===== config.mk =====
export PLATFORM = sky130hd
export DESIGN_NAME = seg_scan_controller_flat
export DESIGN_NICKNAME = d
export VERILOG_FILES = /design/src/rtl/seg_scan_controller_if.sv /design/src/rtl/seg_scan_controller.sv /design/src/flat_wrapper.sv
export SDC_FILE = /design/constraint.sdc
export NUM_CORES = 1
export LEC_CHECK = 0
export ABC_AREA = 1
export CAP_MARGIN = 10
export CORE_MARGIN = 1
export CORE_UTILIZATION = 48
export DETAILED_ROUTE_END_ITERATION = 10
export HOLD_SLACK_MARGIN = 0.06
export MAX_ROUTING_LAYER = met4
export PLACE_DENSITY = 0.72
export SYNTH_ARGS = -nofsm -noshare
export SYNTH_HDL_FRONTEND = slang
export SYNTH_SLANG_ARGS = --single-unit

===== constraint.sdc =====
create_clock -name clock -period 4.5 [get_ports clock]
set_input_delay 1.35 -clock clock [delete_from_list [all_inputs] [get_ports clock]]
set_output_delay 1.35 -clock clock [all_outputs]
set_load 0.05 [all_outputs]

===== src/rtl/seg_scan_controller_if.sv =====
// Valid/ready load port for the seven-segment scan controller.
// The producer drives master and the scan controller receives on slave.
interface seg_scan_controller_if #(
    parameter int NUM_DIGITS = 4
);
    logic                    load_valid;
    logic                    load_ready;
    logic [4*NUM_DIGITS-1:0] load_data;
    logic [NUM_DIGITS-1:0]   load_blank;

    modport master (
        output load_valid,
        output load_data,
        output load_blank,
        input  load_ready
    );

    modport slave (
        input  load_valid,
        input  load_data,
        input  load_blank,
        output load_ready
    );
endinterface


===== src/rtl/seg_scan_controller.sv =====
// Multiplexed seven-segment scan controller with a double-buffered load port.
// New contents are staged in a shadow buffer and committed only on the frame wrap edge.
//
// phase    | meaning
// PH_BLANK | leading guard cycles of a slot, every anode off
// PH_ON    | selected digit lit with its decoded segments
module seg_scan_controller #(
    parameter int NUM_DIGITS   = 4,
    parameter int DWELL_CYCLES = 8,
    parameter int BLANK_CYCLES = 1
) (
    input  logic                  clock,
    input  logic                  reset,
    seg_scan_controller_if.slave  load,
    output logic [NUM_DIGITS-1:0] anode,
    output logic [6:0]            cathode,
    output logic                  frame_start
);
    localparam int IDX_W = (NUM_DIGITS > 1) ? $clog2(NUM_DIGITS) : 1;
    localparam int CNT_W = (DWELL_CYCLES > 1) ? $clog2(DWELL_CYCLES) : 1;

    typedef enum logic {
        PH_BLANK = 1'b0,
        PH_ON    = 1'b1
    } phase_t;

    logic [IDX_W-1:0]                idx;
    logic [CNT_W-1:0]                count;
    logic [NUM_DIGITS-1:0][3:0]      shadow_data;
    logic [NUM_DIGITS-1:0]           shadow_blank;
    logic                            pending;
    logic [NUM_DIGITS-1:0][3:0]      active_data;
    logic [NUM_DIGITS-1:0]           active_blank;

    logic   slot_end;
    logic   wrap;
    logic   accept;
    logic   in_blank;
    phase_t phase;

    function automatic logic [6:0] hex7(input logic [3:0] v);
        logic [6:0] seg;
        case (v)
            4'h0:    seg = 7'b0000001;
            4'h1:    seg = 7'b1001111;
            4'h2:    seg = 7'b0010010;
            4'h3:    seg = 7'b0000110;
            4'h4:    seg = 7'b1001100;
            4'h5:    seg = 7'b0100100;
            4'h6:    seg = 7'b0100000;
            4'h7:    seg = 7'b0001111;
            4'h8:    seg = 7'b0000000;
            4'h9:    seg = 7'b0000100;
            4'hA:    seg = 7'b0001000;
            4'hB:    seg = 7'b1100000;
            4'hC:    seg = 7'b0110001;
            4'hD:    seg = 7'b1000010;
            4'hE:    seg = 7'b0110000;
            default: seg = 7'b0111000;
        endcase
        return seg;
    endfunction

    assign slot_end       = (count == CNT_W'(DWELL_CYCLES - 1));
    assign wrap           = slot_end && (idx == IDX_W'(NUM_DIGITS - 1));
    assign load.load_ready = ~pending;
    assign accept         = load.load_valid && ~pending;

    // With no guard cycles the compare would be constant, so it is elided.
    generate
        if (BLANK_CYCLES == 0) begin : g_no_blank
            assign in_blank = 1'b0;
        end else begin : g_blank
            assign in_blank = ({{(32-CNT_W){1'b0}}, count} < 32'(BLANK_CYCLES));
        end
    endgenerate

    assign phase = in_blank ? PH_BLANK : PH_ON;

    always_ff @(posedge clock or posedge reset) begin
        if (reset) begin
            idx          <= '0;
            count        <= '0;
            shadow_data  <= '0;
            shadow_blank <= '0;
            pending      <= 1'b0;
            active_data  <= '0;
            active_blank <= '1;
            frame_start  <= 1'b0;
        end else begin
            if (slot_end) begin
                count <= '0;
                idx   <= wrap ? '0 : idx + IDX_W'(1);
            end else begin
                count <= count + CNT_W'(1);
            end

            frame_start <= wrap;

            if (wrap && pending) begin
                active_data  <= shadow_data;
                active_blank <= shadow_blank;
            end

            // accept needs pending=0 and commit needs pending=1, so they never collide
            if (accept) begin
                shadow_data  <= load.load_data;
                shadow_blank <= load.load_blank;
                pending      <= 1'b1;
            end else if (wrap) begin
                pending <= 1'b0;
            end
        end
    end

    always_comb begin
        anode   = '1;
        cathode = 7'h7F;
        if (phase == PH_ON) begin
            anode[idx] = 1'b0;
            if (!active_blank[idx]) begin
                cathode = hex7(active_data[idx]);
            end
        end
    end
endmodule


===== src/flat_wrapper.sv =====
// flat-port wrapper written by rule: the top's interface ports become plain ports
module seg_scan_controller_flat 
#(
    parameter int NUM_DIGITS   = 4,
    parameter int DWELL_CYCLES = 8,
    parameter int BLANK_CYCLES = 1
)
  (clock, reset, anode, cathode, frame_start, load_load_valid, load_load_data, load_load_blank, load_load_ready);
  seg_scan_controller_if #(.NUM_DIGITS(NUM_DIGITS)) load_i ();
  input  logic clock;
  input  logic reset;
  output logic [NUM_DIGITS-1:0] anode;
  output logic [6:0] cathode;
  output logic frame_start;
  input wire logic [$bits(load_i.load_valid)-1:0] load_load_valid;
  input wire logic [$bits(load_i.load_data)-1:0] load_load_data;
  input wire logic [$bits(load_i.load_blank)-1:0] load_load_blank;
  output wire logic [$bits(load_i.load_ready)-1:0] load_load_ready;
  assign load_i.load_valid = load_load_valid;
  assign load_i.load_data = load_load_data;
  assign load_i.load_blank = load_load_blank;
  assign load_load_ready = load_i.load_ready;
  seg_scan_controller #(.NUM_DIGITS(NUM_DIGITS), .DWELL_CYCLES(DWELL_CYCLES), .BLANK_CYCLES(BLANK_CYCLES)) u_core (.clock(clock), .reset(reset), .load(load_i), .anode(anode), .cathode(cathode), .frame_start(frame_start));
endmodule

; ---- After elaboration in Yosys (flattened, before gate mapping)
; Memories as Yosys holds them, arrays and structs flattened.
; Cells that the tools add are included.
[word_totals]
register_bits = 47
latchBits = 0
mem_bits_rw = 0
romBits = 112
input_bits = 23
out_inout_bits = 13
elab_cells = 42
n_memories = 1
[memory_table]
columns = name, depth, width, rd, rd_clocked_by_memory_dff, wr, line_no
row1 = (name not given), 16, 7, 1, 0, 0, seg_scan_controller.sv:43  ; case (v)
[classes]
addsub = 2
mul = 0
div_mod_pow = 0
n_lt_le_gt_ge = 3
n_eq_ne = 2
n_shift = 0
mux = 13
bitwise_logic = 2
n_reduce_logical = 5
[ops]
columns = cell, count
row1 = 7-bit 2-to-1 mux, 2
row2 = 4-bit binary-select mux with 2-bit select, 1
row3 = 4-bit 2-to-1 mux, 2
row4 = 1-bit logical AND, 4
row5 = 1-bit 2-to-1 mux, 4
row6 = 4-bit inverter, 1
row7 = 3-bit by 1-bit adder with 3-bit output (second input constant), 1
row8 = 3-bit equality test (second input constant), 1
row9 = 2-bit by 3-bit < comparator with 1-bit output (second input constant), 1
row10 = 3-bit by 1-bit < comparator with 1-bit output (second input constant), 1
row11 = 3-bit 2-to-1 mux, 1
row12 = 2-bit by 1-bit adder with 2-bit output (second input constant), 1
row13 = 1-bit binary-select mux with 2-bit select, 1
row14 = 1-bit demux with 2-bit select, 1
row15 = 2-bit equality test (second input constant), 1
row16 = 2-bit by 1-bit greater-or-equal comparator with 1-bit output (second input constant), 1
row17 = 2-bit 2-to-1 mux, 1
row18 = 2-bit nonzero test, 1
row19 = 1-bit inverter, 1

; ---- Longest topological paths before layout
[logic_depth]
word_depth = 6
ltp_mapped = 11
mapped_depth_nobuf = 10

; ---- Worst setup path after synthesis
; No wires, ideal clock.
[synth_timing]
kind = register to output
from = register u_core.idx[0]
to = output port cathode[4]
t_arrival_ns = 1.953
required_time_ns = 3.150
setup_slack_ns = 1.197
path_stages_with_launch = 10
n_path_buf = 1
cell_sequence = dfrtp_1 -> inv_2 -> buf_6 -> nand2_1 -> nand3_1 -> nand2_1 -> inv_1 -> ha_1 -> nand2_2 -> o211ai_1
[synth_via]
elab_chain_len = 5
word_cells_on_any_way = 7
cone_classes = mux: 6 / memory: 1
[synth_rtl]
columns = element, line_no
row1 = from (decl), seg_scan_controller.sv:27  ; logic [IDX_W-1:0] idx;
row2 = from (signal assigned), seg_scan_controller.sv:93  ; idx <= wrap ? '0 : idx + IDX_W'(1);
row3 = 4-bit binary-select mux with 2-bit select, seg_scan_controller.sv:122  ; cathode = hex7(active_data[idx]);
row4 = 4-bit 2-to-1 mux (implied by the code), seg_scan_controller.sv:122
row5 = memory 16 x 7 bit, -
row6 = 7-bit 2-to-1 mux *, seg_scan_controller.sv:121  ; if (!active_blank[idx]) begin
row7 = 7-bit 2-to-1 mux *, seg_scan_controller.sv:119  ; if (phase == PH_ON) begin
row8 = to (decl), flat_wrapper.sv:13  ; output logic [6:0] cathode;
; Mark *: on every way between the ends. The rest lies on a longest branch, timed or not. The select of a mux whose other input is x is not followed.

; ---- Worst setup path in the final report
[layout_timing]
from = register u_core.idx[0]
to = output port cathode[6]
; Same word-level chain as after synthesis.

==> results.toml <==
[floorplanning]
die_w_um = 71.9
die_h_um = 71.9
fp.dieArea_sq_um = 5160
start_util_pct = 49.6
num_io_pins = 36
core-area_sq_um = 4720
row_count = 25

[clock_tree]
hold_buffers = 0
clk_pin_slew_ps = 80
cts_tree = "built"
cts_buffers = 5
cts.htree.levels = 2
cts_root_buffer = "clkbuf_8"
clk_latency_ps = 290
cts.sinks = 47
cts_buffer_depth = 2

[sta]
rsz0062_at_grt = "false"
fin_crit_ps = 4180
worst_pin_slew_ps = 1070
skew_ps = 3.69
setup-tns-final_ps = 0
fin_crit_sh_pct = 92.8
fmax_mhz = 239
drv_slew = 0
setup_viol = 0
hold_viol = 0
slew_headroom_pct = 28.6

[power_and_ir_drop]
power.share.clock_pct = 31.5
p_int_uw = 727
power.density_nw_per_um2 = 349
vdd_ir_drop_max_mv = 0.298
seq_power_share_pct = 49.2
power_switching_uw = 273
switching_share_pct = 27.3
leakagePower_nw = 1.48
power.total_uw = 999
combinationalPowerShare_pct = 19.3

[grt]
grt_max_degree = 48
grt_pass1_wl_um = 7550
grt_pass1_vias = 1701
grt_antenna_before_repair = 0
track_usage_pct = 19.2
globalRouteOverflowTotal = 0

[drt]
drc = 0
drtIter0Drc = 76
dr.pass1.iters = 4
detail-route-antenna-nets = 0
via_per_inst = 4.78
drt_wl_total_um = 4370
vias = 1845
avgRoutedWirePerCell_um = 11.3

[critical_path]
crit_top_cell = "nand3_1"
startpoint_type = "register"
endpoint_kind = "primary output"
slowest_stage = "clkdlybuf4s50_1"
cp.arrival_ps = 2830
required_ps = 3150
crit_fanout = 15
path_cells = "inv_2 -> nand2_1 -> nand3_1 -> nand2_1 -> inv_1 -> ha_1 -> nand3_1 -> nor2_2 -> inv_1 -> nand3_1 -> clkdlybuf4s50_1"
critPathKind = "register to primary output"
max_stage_delay_ps = 790

[cells_and_area]
syn2layout_area_growth_pct = 22.3
final_core_util_pct = 60.6
final_cells = 386
drive_gt1_share_pct = 8.78
insertedDiodeCount = 0
nets = 353
fin_area_sq_um = 2860

[run]
max-cap-violations = 0

[placement]
placedCellCount = 377
dpl-instance-area_sq_um = 2730
dp_hpwl_um = 3240
place.gp.congestion = 0.847
port_buffers = 35

[logic_synthesis]
synth.top_cells.by_area = "dfrtp_1 (46%), nand2_1 (11%), ha_1 (6.4%)"
synth_most_common_cell = "nand2_1"
synth_top_area_share_pct = 45.9
ys_seq_area_share_pct = 50.4
ys.flop_type = "dfrtp_1"
ys_seq_elements = 47
synthArstFlopShare_pct = 100
avgSynthCellArea_sq_um = 8.25
netlist_area_sq_um = 2340
synth_nets = 319
synth_cell_types = 23
synth_common_cells = "nand2_1 (71), dfrtp_1 (43), inv_1 (33)"
synth_largest_area_cell = "dfrtp_1"
postSynthCellCount = 284
yosysWarnings = 0
synth_edf_count = 0

[status]
outcome = "complete, no violations"

[worst_hold_path]
hp-class = "register to register"
-- state kept, by name, indices dropped and copies added (netlist names) --
name,cells
u_core.active_data,16
u_core.frame_start,1
u_core.shadow_data,16
u_core.active_blank,4
u_core.count,3
u_core.pending,1
u_core.idx,2
u_core.shadow_blank,4
-- worst max-delay path, delay by kind of cell, from the launching register on --
| family | cells | cell delay (ps) |
|---|---|---|
| buffers and inverters | 4 | 1220 |
| AND/OR/NAND/NOR | 6 | 580 |
| flip-flops | 1 | 500 |
| adder cells (fa/ha/maj) | 1 | 240 |
-- placed cells by master, fill, tap and decap left out, types with 4 or more instances in the layout --
master           synthesis  routed
dfrtp_1                 43      42
dfstp_2                  4       4
nand2_2                  5       5
clkdlybuf4s50_1          0      35
clkbuf_8                 0       6
nor2_1                  30      30
o21ai_1                  5       5
nand2_1                 71      71
o21ai_0                 20      20
ha_1                    12      12
a21oi_1                 21      21
nand3_1                 20      20
inv_1                   33      32
-- kinds of logic (layout without fill, tap and decap cells) --
logic type,after synthesis,in the layout,share of synthesized area [%]
AND/OR/NAND/NOR,132,132,24.8
AO/OA/AOI/OAI,47,47,10.1
flip-flops,47,47,50.4
buffers and inverters,46,81,8.17
adder cells (fa/ha/maj),12,12,6.41
-- path summary, 6_finish.rpt --
path                            startpoint                     end  slack [ps]  cells after the start
setup / recovery             u_core.idx[0]              cathode[6]         320                     11
hold / removal             u_core.count[0]         u_core.count[0]         470                      1
setup reg to reg           u_core.count[0]  u_core.active_blank[1]        2250                      6
hold reg to reg            u_core.count[0]         u_core.count[0]         470                      1
max in group asynchronous            reset           u_core.idx[0]        2570                      3
min in group asynchronous            reset  u_core.shadow_data[12]        1490                      3
-- metal layers --
metal / vias up / track usage, % / part of all wire (%)
met1: 849 / 24.0 / 47
met5: - / - / 0
met3: 7 / 3.80 / 3.1
met4: 0 / 5.45 / 1.3
met2: 35 / 31.9 / 48
li1: 954 / - / -
-- stage by stage --
stage / hold WS [ps] / worst slack [ps]
6_report: 471 / 324
5_1_grt: 493 / 80.5
4_1_cts: 475 / 225
3_5_place_dp: 462 / 558
3_3_place_gp: 443 / 646
2_1_floorplan: 424 / 1200
-- layout make-up --
| class | instances | area [sq um] |
|---|---|---|
| Fill cell | 420 | 1860 |
| Sequential cell | 47 | 1180 |
| Multi-Input combinational cell | 191 | 970 |
| Timing Repair Buffer | 37 | 373 |
| Inverter | 36 | 138 |
| Tap cell | 67 | 83.8 |
| Clock buffer | 6 | 82.6 |
| Clock inverter | 2 | 35.0 |
-- power by group through the flow --
| stage | clock network, mW | logic, mW | registers (mW) |
|---|---|---|---|
| after floorplan | 0 | 0.135 | 0.493 |
| after global placement | 0 | 0.188 | 0.499 |
| after detailed placement | 0 | 0.194 | 0.500 |
| after CTS | 0.323 | 0.195 | 0.492 |
| after global routing | 0.338 | 0.217 | 0.497 |
| final | 0.314 | 0.193 | 0.492 |
-- timing repair --
item / in CTS / in global routing
setup endpoints to repair: 0 / 1
hold endpoints to repair: 0 / 0
gates resized for setup: 0 / 1
buffers inserted: 0 / 0
No activity file was read; power rests on OpenSTA's default activity.
